<file path="src/rtl/riscv_pkg.sv">
// Shared RISC-V definitions: opcodes, immediate formats and the fetch FSM states.
package riscv_pkg;

  localparam logic [6:0] OP_R      = 7'b0110011;
  localparam logic [6:0] OP_IMM    = 7'b0010011;
  localparam logic [6:0] OP_LOAD   = 7'b0000011;
  localparam logic [6:0] OP_JALR   = 7'b1100111;
  localparam logic [6:0] OP_SYSTEM = 7'b1110011;
  localparam logic [6:0] OP_STORE  = 7'b0100011;
  localparam logic [6:0] OP_BRANCH = 7'b1100011;
  localparam logic [6:0] OP_LUI    = 7'b0110111;
  localparam logic [6:0] OP_JAL    = 7'b1101111;

  typedef enum logic [2:0] {
    FMT_R, FMT_I, FMT_S, FMT_SB, FMT_U, FMT_UJ, FMT_BAD
  } instr_fmt_t;

  typedef enum logic {
    IDLE, REQ
  } fetch_state_t;

  function automatic instr_fmt_t opcode_fmt(input logic [6:0] op);
    instr_fmt_t f;
    case (op)
      OP_IMM, OP_LOAD, OP_JALR, OP_SYSTEM: f = FMT_I;
      OP_STORE:                            f = FMT_S;
      OP_BRANCH:                           f = FMT_SB;
      OP_LUI:                              f = FMT_U;
      OP_JAL:                              f = FMT_UJ;
      OP_R:                                f = FMT_R;
      default:                             f = FMT_BAD;
    endcase
    return f;
  endfunction

endpackage

</file>
<file path="src/rtl/imm_gen.sv">
// Combinational immediate generator: classifies an instruction word and
// produces its sign-extended 64-bit immediate.
module imm_gen
  import riscv_pkg::*;
(
  input  logic [31:0] instr,
  output logic [63:0] imm,
  output instr_fmt_t  fmt,
  output logic        illegal
);

  always_comb begin
    fmt     = opcode_fmt(instr[6:0]);
    imm     = '0;
    illegal = 1'b0;
    case (fmt)
      FMT_I:   imm = {{52{instr[31]}}, instr[31:20]};
      FMT_S:   imm = {{52{instr[31]}}, instr[31:25], instr[11:7]};
      FMT_SB:  imm = {{51{instr[31]}}, instr[31], instr[7], instr[30:25], instr[11:8], 1'b0};
      FMT_U:   imm = {{32{instr[31]}}, instr[31:12], 12'b0};
      FMT_UJ:  imm = {{43{instr[31]}}, instr[31], instr[19:12], instr[20], instr[30:21], 1'b0};
      FMT_R:   imm = '0;
      default: illegal = 1'b1;
    endcase
  end

endmodule

</file>
<file path="src/rtl/instr_fetch_unit.sv">
// Instruction fetch stage: owns PC and IR, fetches one word per fetch_req over
// a ready/valid memory handshake and exposes decoded IR fields.
module instr_fetch_unit
  import riscv_pkg::*;
#(
  parameter logic [63:0] PC_RESET = 64'h0
) (
  input  logic        CLK,
  input  logic        RST,
  input  logic        fetch_req,
  input  logic        pc_load,
  input  logic [63:0] pc_next,
  output logic [63:0] imem_addr,
  output logic        imem_rd,
  input  logic [31:0] imem_rdata,
  input  logic        imem_valid,
  output logic [63:0] pc,
  output logic [63:0] pc_instr,
  output logic [31:0] instr,
  output logic [6:0]  op_code,
  output logic [4:0]  rd,
  output logic [2:0]  funct3,
  output logic [4:0]  rs1,
  output logic [4:0]  rs2,
  output logic [6:0]  funct7,
  output logic [63:0] imm,
  output logic        instr_valid,
  output logic        busy,
  output logic        illegal,
  output logic        misalign
);

  fetch_state_t state_reg,       state_next;
  logic [63:0]  pc_val_reg,      pc_val_next;
  logic [63:0]  pc_instr_reg,    pc_instr_next;
  logic [31:0]  ir_reg,          ir_next;
  logic         pend_valid_reg,  pend_valid_next;
  logic [63:0]  pend_pc_reg,     pend_pc_next;
  logic         instr_valid_reg, instr_valid_next;
  logic         misalign_reg,    misalign_next;

  logic         load_ok;
  instr_fmt_t   ir_fmt;
  logic         gen_illegal;

  always_ff @(posedge CLK or posedge RST) begin
    if (RST) begin
      state_reg       <= IDLE;
      pc_val_reg      <= PC_RESET;
      pc_instr_reg    <= '0;
      ir_reg          <= '0;
      pend_valid_reg  <= 1'b0;
      pend_pc_reg     <= '0;
      instr_valid_reg <= 1'b0;
      misalign_reg    <= 1'b0;
    end else begin
      state_reg       <= state_next;
      pc_val_reg      <= pc_val_next;
      pc_instr_reg    <= pc_instr_next;
      ir_reg          <= ir_next;
      pend_valid_reg  <= pend_valid_next;
      pend_pc_reg     <= pend_pc_next;
      instr_valid_reg <= instr_valid_next;
      misalign_reg    <= misalign_next;
    end
  end

  // Misaligned targets never reach the PC; they only raise the sticky flag.
  assign load_ok = pc_load && (pc_next[1:0] == 2'b00);

  always_comb begin
    state_next       = state_reg;
    pc_val_next      = pc_val_reg;
    pc_instr_next    = pc_instr_reg;
    ir_next          = ir_reg;
    pend_valid_next  = pend_valid_reg;
    pend_pc_next     = pend_pc_reg;
    instr_valid_next = instr_valid_reg;
    misalign_next    = misalign_reg | (pc_load & ~load_ok);

    case (state_reg)
      IDLE: begin
        if (load_ok) pc_val_next = pc_next;
        if (fetch_req) begin
          state_next       = REQ;
          instr_valid_next = 1'b0;
          pend_valid_next  = 1'b0;
        end
      end
      REQ: begin
        // imem_addr must stay stable while the request is outstanding.
        if (load_ok) begin
          pend_valid_next = 1'b1;
          pend_pc_next    = pc_next;
        end
        if (imem_valid) begin
          ir_next          = imem_rdata;
          pc_instr_next    = pc_val_reg;
          if (load_ok)             pc_val_next = pc_next;
          else if (pend_valid_reg) pc_val_next = pend_pc_reg;
          else                     pc_val_next = pc_val_reg + 64'd4;
          pend_valid_next  = 1'b0;
          instr_valid_next = 1'b1;
          state_next       = IDLE;
        end
      end
      default: state_next = IDLE;
    endcase
  end

  imm_gen u_imm_gen (
    .instr   (ir_reg),
    .imm     (imm),
    .fmt     (ir_fmt),
    .illegal (gen_illegal)
  );

  assign imem_rd     = (state_reg == REQ);
  assign busy        = (state_reg == REQ);
  assign imem_addr   = pc_val_reg;
  assign pc          = pc_val_reg;
  assign pc_instr    = pc_instr_reg;
  assign instr       = ir_reg;
  assign instr_valid = instr_valid_reg;
  assign misalign    = misalign_reg;
  assign illegal     = gen_illegal | (ir_fmt == FMT_BAD);

  assign op_code = ir_reg[6:0];
  assign rd      = ir_reg[11:7];
  assign funct3  = ir_reg[14:12];
  assign rs1     = ir_reg[19:15];
  assign rs2     = ir_reg[24:20];
  assign funct7  = ir_reg[31:25];

endmodule

</file>
<file path="config.mk">
export PLATFORM = sky130hd
export DESIGN_NAME = instr_fetch_unit
export DESIGN_NICKNAME = d
export VERILOG_FILES = /design/src/rtl/riscv_pkg.sv /design/src/rtl/imm_gen.sv /design/src/rtl/instr_fetch_unit.sv
export SDC_FILE = /design/constraint.sdc
export NUM_CORES = 1
export LEC_CHECK = 0
export ABC_AREA = 1
export BUFFER_PORTS_ARGS = -buffer_cell sky130_fd_sc_hd__buf_2
export CORE_AREA = 2 2 164 166
export DETAILED_ROUTE_END_ITERATION = 6
export DIE_AREA = 0 0 166 168
export PLACE_DENSITY = 0.9
export SLEW_MARGIN = 20
export SYNTH_ARGS = -nofsm -noshare
export SYNTH_HDL_FRONTEND = slang
export SYNTH_SLANG_ARGS = --single-unit
</file>
<file path="constraint.sdc">
create_clock -name CLK -period 21 [get_ports CLK]
set_input_delay 3.15 -clock CLK [delete_from_list [all_inputs] [get_ports CLK]]
set_output_delay 3.15 -clock CLK [all_outputs]
set_load 0.1 [all_outputs]
</file>
==> out/qor.yml, run 1 <==
yosys:
  synth-edff-count: 0
  ys_seq_elements: 228
  ys_top_cells_by_area: "dfrtp_1 (42%), nand2_1 (14%), nor2_1 (8.1%)"
  syn_area_um2: 13600
  ys_types: 43
  synth_cells: 1918
  ys_async_sr_fraction_pct: 100
  synth_warnings: 0
  synth_top_area_share_pct: 42.1
  synthTopCellsByCount: "nand2_1 (506), nor2_1 (294), dfrtp_1 (228)"
  syn_area_per_cell_um2: 7.07
  seq_area_frac_synth_pct: 42.1
  yosysTopAreaCell: "dfrtp_1"
  synth.most_common_cell: "nand2_1"
  syn_nets: 2020
  synth_ff_type: "dfrtp_1"
clocking:
  cts_max_path_buffers: 3
  cts_inserted_buffers: 26
  hold_buffers: 0
  clock_latency_ns: 0.55
  cts_setup_buffers: 0
  clock_sinks: 228
  cts_root_buf: "clkbuf_16"
  htree_levels: 1
  cts_tree: "built"
  clkTransAtPathRegs_ns: 0.06
  cts_resized: 0
route:
  viasPerCell: 5.57
  drtIter0Drc: 1557
  firstDrtPassIters: 6
  ant_nets: 0
  drc_errors: 0
  wl_mm: 50.2
  vias: 14100
  wl_per_cell_um: 19.9
worst_setup_path:
  worstPathArrival_ns: 3.43
  crit_path_end_kind: "output port"
  worstSetupPathType: "flip-flop to output port"
  cp-start-kind: "flip-flop"
  cp.required_ns: 17.85
  cp_max_fo: 33
flow_run:
  drv_cap: 0
outcome:
  outcome: "complete, no violations"
pwr:
  p_int_mw: 1.08
  combPwrFrac_pct: 59.0
  vdd_ir_drop_max_mv: 0.224
  clockPowerShare_pct: 15.7
  power_density_nw_per_um2: 191
  fin_total_pwr_mw: 2.99
  power_leakage_nw: 8.68
  p_switching_mw: 1.92
  pwr-share-seq_pct: 25.3
  p_sw_share_pct: 64.0
floorplan:
  die_h_um: 168
  io_pins: 426
  start_util_pct: 51.4
  rows: 60
  core_area_um2: 26400
  fp.dieW_um: 166
  dieArea_um2: 27900
timing:
  slew_violations: 0
  min_period_ns: 6.58
  setup_viol: 0
  rsz0062_at_grt: "no"
  finalSetupTns_ns: 0
  worst_pin_slew_ns: 1.06
  fmax_mhz: 152
  slew_headroom_pct: 29.2
  post-route-period-util_pct: 31.4
  fin_hold_ws_ns: 0.476
  hold_violations: 0
  finClkSkew_ns: 0.0196
placed_design:
  hpwl_mm: 37.3
  gp_congestion: 0.993
  place_inst: 2483
  portBuffers: 425
cells_and_area:
  fin_util_pct: 59.6
  finalNonFillerCells: 2527
  area_delta_synth_final_pct: 15.9
  diodes: 0
  drive_above_1_share_pct: 23.3
  nets: 2272
global_routing:
  grt_pass1_wl_mm: 76.1
  grt_pass1_vias: 13200
  grt_usage_pct: 34.9
  grt_max_degree: 122
  grt_overflow: 0
  antenna_found_initial: 0
hold_path:
  hold_path_class: "flip-flop to flip-flop"
logic make-up after synthesis:
group	synth area share, %
adders and majority gates	0.0923
AOI/OAI and AO/OA	12.0
and+or+nand+nor	28.7
DFF	42.1
buffers and inverters	15.8
muxes	0.166
xor gates and xnor gates	1.16
final timing paths:
| check | from | to | slack [ns] | cells after the start |
|---|---|---|---|---|
| worst min-delay path | pend_pc_reg[0] | pend_pc_reg[0] | 0.48 | 2 |
| worst min register to register | pend_pc_reg[0] | pend_pc_reg[0] | 0.48 | 2 |
| worst max register to register | busy | imem_addr[4] | 17.44 | 6 |
| max in group asynchronous | RST | instr[17] | 16.88 | 3 |
| worst max-delay path | instr[2] | imm[38] | 14.42 | 6 |
| min in group asynchronous | RST | instr[25] | 2.69 | 2 |
power by group through the flow:
| stage | sequential [mW] | clock (mW) | combinational, mW |
|---|---|---|---|
| 3_5_place_dp | 0.753 | 0 | 1.76 |
| 2_1_floorplan | 1.40 | 0 | 0.836 |
| 3_3_place_gp | 0.748 | 0 | 1.74 |
| 6_report | 0.757 | 0.470 | 1.77 |
| 5_1_grt | 0.768 | 0.490 | 1.83 |
| 4_1_cts | 0.747 | 0.471 | 1.76 |
cells in the final DEF, fill, tap and decap left out, types with 3 or more instances in the layout:
cell | synthesis | routed
o21ai_1 | 7 | 7
nor2_2 | 3 | 3
xor2_1 | 17 | 17
nand3_2 | 3 | 3
buf_4 | 132 | 7
nor2_4 | 7 | 7
a31oi_1 | 14 | 14
inv_2 | 3 | 4
nand4_1 | 28 | 28
bufinv_16 | 0 | 3
clkbuf_1 | 41 | 6
clkbuf_16 | 0 | 26
o21ai_0 | 194 | 194
nand2_2 | 7 | 7
nor3_1 | 7 | 7
nand2_1 | 506 | 504
inv_1 | 203 | 201
clkbuf_8 | 3 | 6
nand3_1 | 80 | 80
buf_2 | 28 | 425
o211ai_1 | 7 | 7
dfrtp_1 | 228 | 228
nor2_1 | 294 | 294
a21oi_1 | 77 | 76
cell type report:
| type | instances | area, um^2 |
|---|---|---|
| Tap cell | 341 | 427 |
| Clock buffer | 38 | 756 |
| Clock inverter | 6 | 119 |
| Multi-Input combinational cell | 1276 | 5740 |
| Timing Repair Buffer | 432 | 2180 |
| Sequential cell | 228 | 5710 |
| Inverter | 206 | 781 |
| Fill cell | 2441 | 10600 |
worst max-delay path: stages (launching register included):
cell     delay [ns]
dfrtp_1        0.52
nor3_4         0.32
inv_1          0.12
o21ai_0        0.31
a21oi_2        0.21
a21oi_2        0.81
buf_2          0.57
per-stage QoR:
stage                     cell area [um^2]  worst slack, ns
final                                15700            14.42
after global routing                 15700            14.18
after CTS                            15700            14.40
after detailed placement             14800            14.44
after global placement               14800            14.59
after floorplan                      13600            11.60
layer usage:
layer | GRT usage, % | wire (um) | share of wire, % | vias to the layer above
met3 | 5.99 | 4810 | 9.6 | 159
met1 | 44.5 | 18900 | 38 | 6604
met2 | 58.7 | 24000 | 48 | 898
li1 | - | - | - | 6427
met4 | 15.8 | 2540 | 5.1 | 0
met5 | 0 | 0 | 0 | -
Note: power is estimated with default switching activity, not from simulation.
==> run 2: changes to the inputs <==
Settings changed: ABC_AREA 1 to 0, PLACE_DENSITY 0.9 to 0.85.
Clock period 21 ns to 6.7 ns, I/O delays scaled along.
==> run 2 against run 1 <==
Effect of this change:
- synthesized cell count decreased by 36%
- global-route usage fell by 7.6 points
- non-clock buffer count up 11
- first-iteration DRC count down 34%
- die area stayed put
- hold slack gained 0.0051 ns
- final area fell by 5.3%
- final cell count shrank 26%
- register-to-register slack lost 14 ns
- area after synthesis fell by 8.3%
==> out/qor.yml, run 2 <==
route:
  drc_errors: 0  # unchanged
  ant_nets: 0  # unchanged
  viasPerCell: 5.92  # +6.1%
  wl_mm: 40.0  # -20%
  vias: 11000  # -22%
  firstDrtPassIters: 5  # -1
  wl_per_cell_um: 21.5  # +8.2%
  drtIter0Drc: 1030  # -34%
timing:
  rsz0062_at_grt: "no"
  hold_violations: 0  # unchanged
  post-route-period-util_pct: 64.9
  slew_violations: 0  # unchanged
  finClkSkew_ns: 0.0294  # +0.00988 ns
  finalSetupTns_ns: 0  # unchanged
  slew_headroom_pct: 26.1  # -3.1 points
  fmax_mhz: 230
  min_period_ns: 4.35
  setup_viol: 0  # unchanged
  worst_pin_slew_ns: 1.11  # +0.0445 ns
worst_setup_path:
  cp.required_ns: 5.69  # -12.16 ns
  worstPathArrival_ns: 3.34  # -0.09 ns
  worstSetupPathType: "flip-flop to output port"
  critPathSlowestCell: "o31a_1"
  reg2reg_to: "pend_pc_reg[29]"
  cp-start-kind: "flip-flop"
  r2r_slack_ns: 3.85  # -13.59 ns
  path_cells: "nor2_1, nor4b_2, o31a_1, buf_2"
  crit_path_end_kind: "output port"
  startpoint: "instr[2]"
  rr_startpoint: "busy"
  r2r_cells: 5  # -1
  critPathMaxStageDelay_ns: 0.81  # about the same
  cp_max_fo: 33  # unchanged
hold_path:
  min_to: "pc_instr[61]"
  hp-start: "pc_instr[61]"
  holdPathStages: 2  # unchanged
  hold_path_class: "flip-flop to flip-flop"
cells_and_area:
  final_cell_mix: "buf_2 (425), dfrtp_1 (227), mux2_2 (152)"
  layout_commonest_cell: "buf_2"
  drive_above_1_share_pct: 44.1  # +21 points
  area_delta_synth_final_pct: 19.8
  nFillCells: 2195  # -10%
  nets: 1595  # -30%
  final_area_um2: 14900  # -5.3%
floorplan:
  fp.dieW_um: 166  # unchanged
  core_area_um2: 26400  # unchanged
  io_pins: 426  # unchanged
  dieArea_um2: 27900  # unchanged
  rows: 60  # unchanged
  start_util_pct: 47.2  # -4.3 points
  die_h_um: 168  # unchanged
yosys:
  synth_warnings: 0  # unchanged
  ys_types: 80  # +86%
  seq_area_frac_synth_pct: 45.9  # +3.8 points
  synth-xor-area-share_pct: 1.83  # +0.67 points
  ys_seq_elements: 228  # unchanged
  synthTopCellsByCount: "dfrtp_1 (228), mux2_2 (152), buf_4 (130)"
  syn_area_um2: 12400  # -8.3%
  yosysTopAreaCell: "dfrtp_1"
  yosys.area_share.simple_pct: 13.5  # -15 points
  synth_top_family_by_area: "multiplexers"
  synth_top_area_share_pct: 45.9  # +3.8 points
  ys_async_sr_fraction_pct: 100  # unchanged
  ys_top_cells_by_area: "dfrtp_1 (46%), mux2_2 (14%), buf_4 (7.9%)"
  synth_cells: 1218  # -36%
  synth_mux_area_share_pct: 14.5  # +14 points
  synth_ff_type: "dfrtp_1"
  synth_adder_area_share_pct: 0.101  # +0.0083 points
  syn_nets: 1320  # -35%
  synth_compound_area_share_pct: 13.8  # +1.8 points
  syn_area_per_cell_um2: 10.2  # +44%
  synth-edff-count: 0  # unchanged
  synth.most_common_cell: "dfrtp_1"
placed_design:
  portBuffers: 425  # unchanged
  dpl_cell_area_um2: 13900  # -6.2%
  hpwl_mm: 28.2  # -24%
  gp_congestion: 0.912  # -8.1%
clocking:
  cts_setup_buffers: 0  # unchanged
  clock_sinks: 228  # unchanged
  hold_buffers: 0  # unchanged
  cts_root_buf: "clkbuf_16"
  cts_inserted_buffers: 27  # +3.8%
  cts_tree: "built"
  clock_latency_ns: 0.55  # about the same
  clkTransAtPathRegs_ns: 0.06  # about the same
  htree_levels: 1  # unchanged
  cts_max_path_buffers: 3  # unchanged
  cts_resized: 0  # unchanged
outcome:
  outcome: "complete, no violations"
global_routing:
  grt_pass1_vias: 10600  # -20%
  grt_usage_pct: 27.4  # -7.6 points
  grt_max_degree: 177  # +45%
  grt_pass1_wl_mm: 60.9  # -20%
  grt_overflow: 0  # unchanged
  antenna_found_initial: 9  # +9
flow_run:
  drv_cap: 0  # unchanged
[run 2: worst max-delay path, delay by kind of cell (launching register included)]
kind	cells	cell delay (ns)
AOI/OAI and AO/OA	1	0.81
buffers and inverters	1	0.57
and+or+nand+nor	2	0.97
DFF	1	0.46
[run 2: per-layer routing]
layer | vias up | global-route usage, % | part of all wire (%) | wire [um]
met3 | 114 | 5.71 | 8.4 | 3350
met1 | 5429 | 31.6 | 35 | 14200
li1 | 4814 | - | - | -
met4 | 6 | 14.1 | 4.7 | 1880
met2 | 644 | 48.2 | 51 | 20500
met5 | - | 0 | 0.085 | 34
[run 2: layout make-up]
type	instances	area, um^2	share of cell area, %
sequential	228	5710	38.3
multi-input combinational	780	5450	36.6
timing repair buffer	443	2270	15.3
clock buffer	39	791	5.31
tap	341	427	2.87
clock inverter	11	166	1.12
inverter	13	52.6	0.353
antenna	5	12.5	0.0841
[run 2: worst max-delay path by stage]
stage                                 end  slack [ns]
after floorplan                    imm[0]        1.64
after global placement      imem_addr[34]        2.95
after detailed placement  pend_pc_reg[26]        2.89
after CTS                         imm[44]        2.38
after global routing              imm[58]        2.19
final                             imm[44]        2.35
[run 2: logic make-up (layout without fill, tap and decap cells)]
logic type,after synthesis,in the layout
other,0,5
buffers and inverters,210,506
AND/OR/NAND/NOR,325,325
multiplexers,161,161
adder cells (fa/ha/maj),1,1
AO/OA/AOI/OAI,267,267
XOR/XNOR,26,26
flip-flops,228,228
[run 2: per-stage QoR]
stage	hold slack, ns	setup WS, ns	cells	util [%]
after floorplan	0.463	1.64	1218	-
after global placement	0.454	2.95	1805	52.8
after detailed placement	0.466	2.89	1805	52.8
after CTS	0.486	2.38	1855	56.4
after global routing	0.502	2.19	1859	56.5
final	0.481	2.35	1860	56.5
Power of run 2 is left out: the tool's default activity adds up to more than one toggle a clock period on the data nets, which glitch-free logic cannot reach.
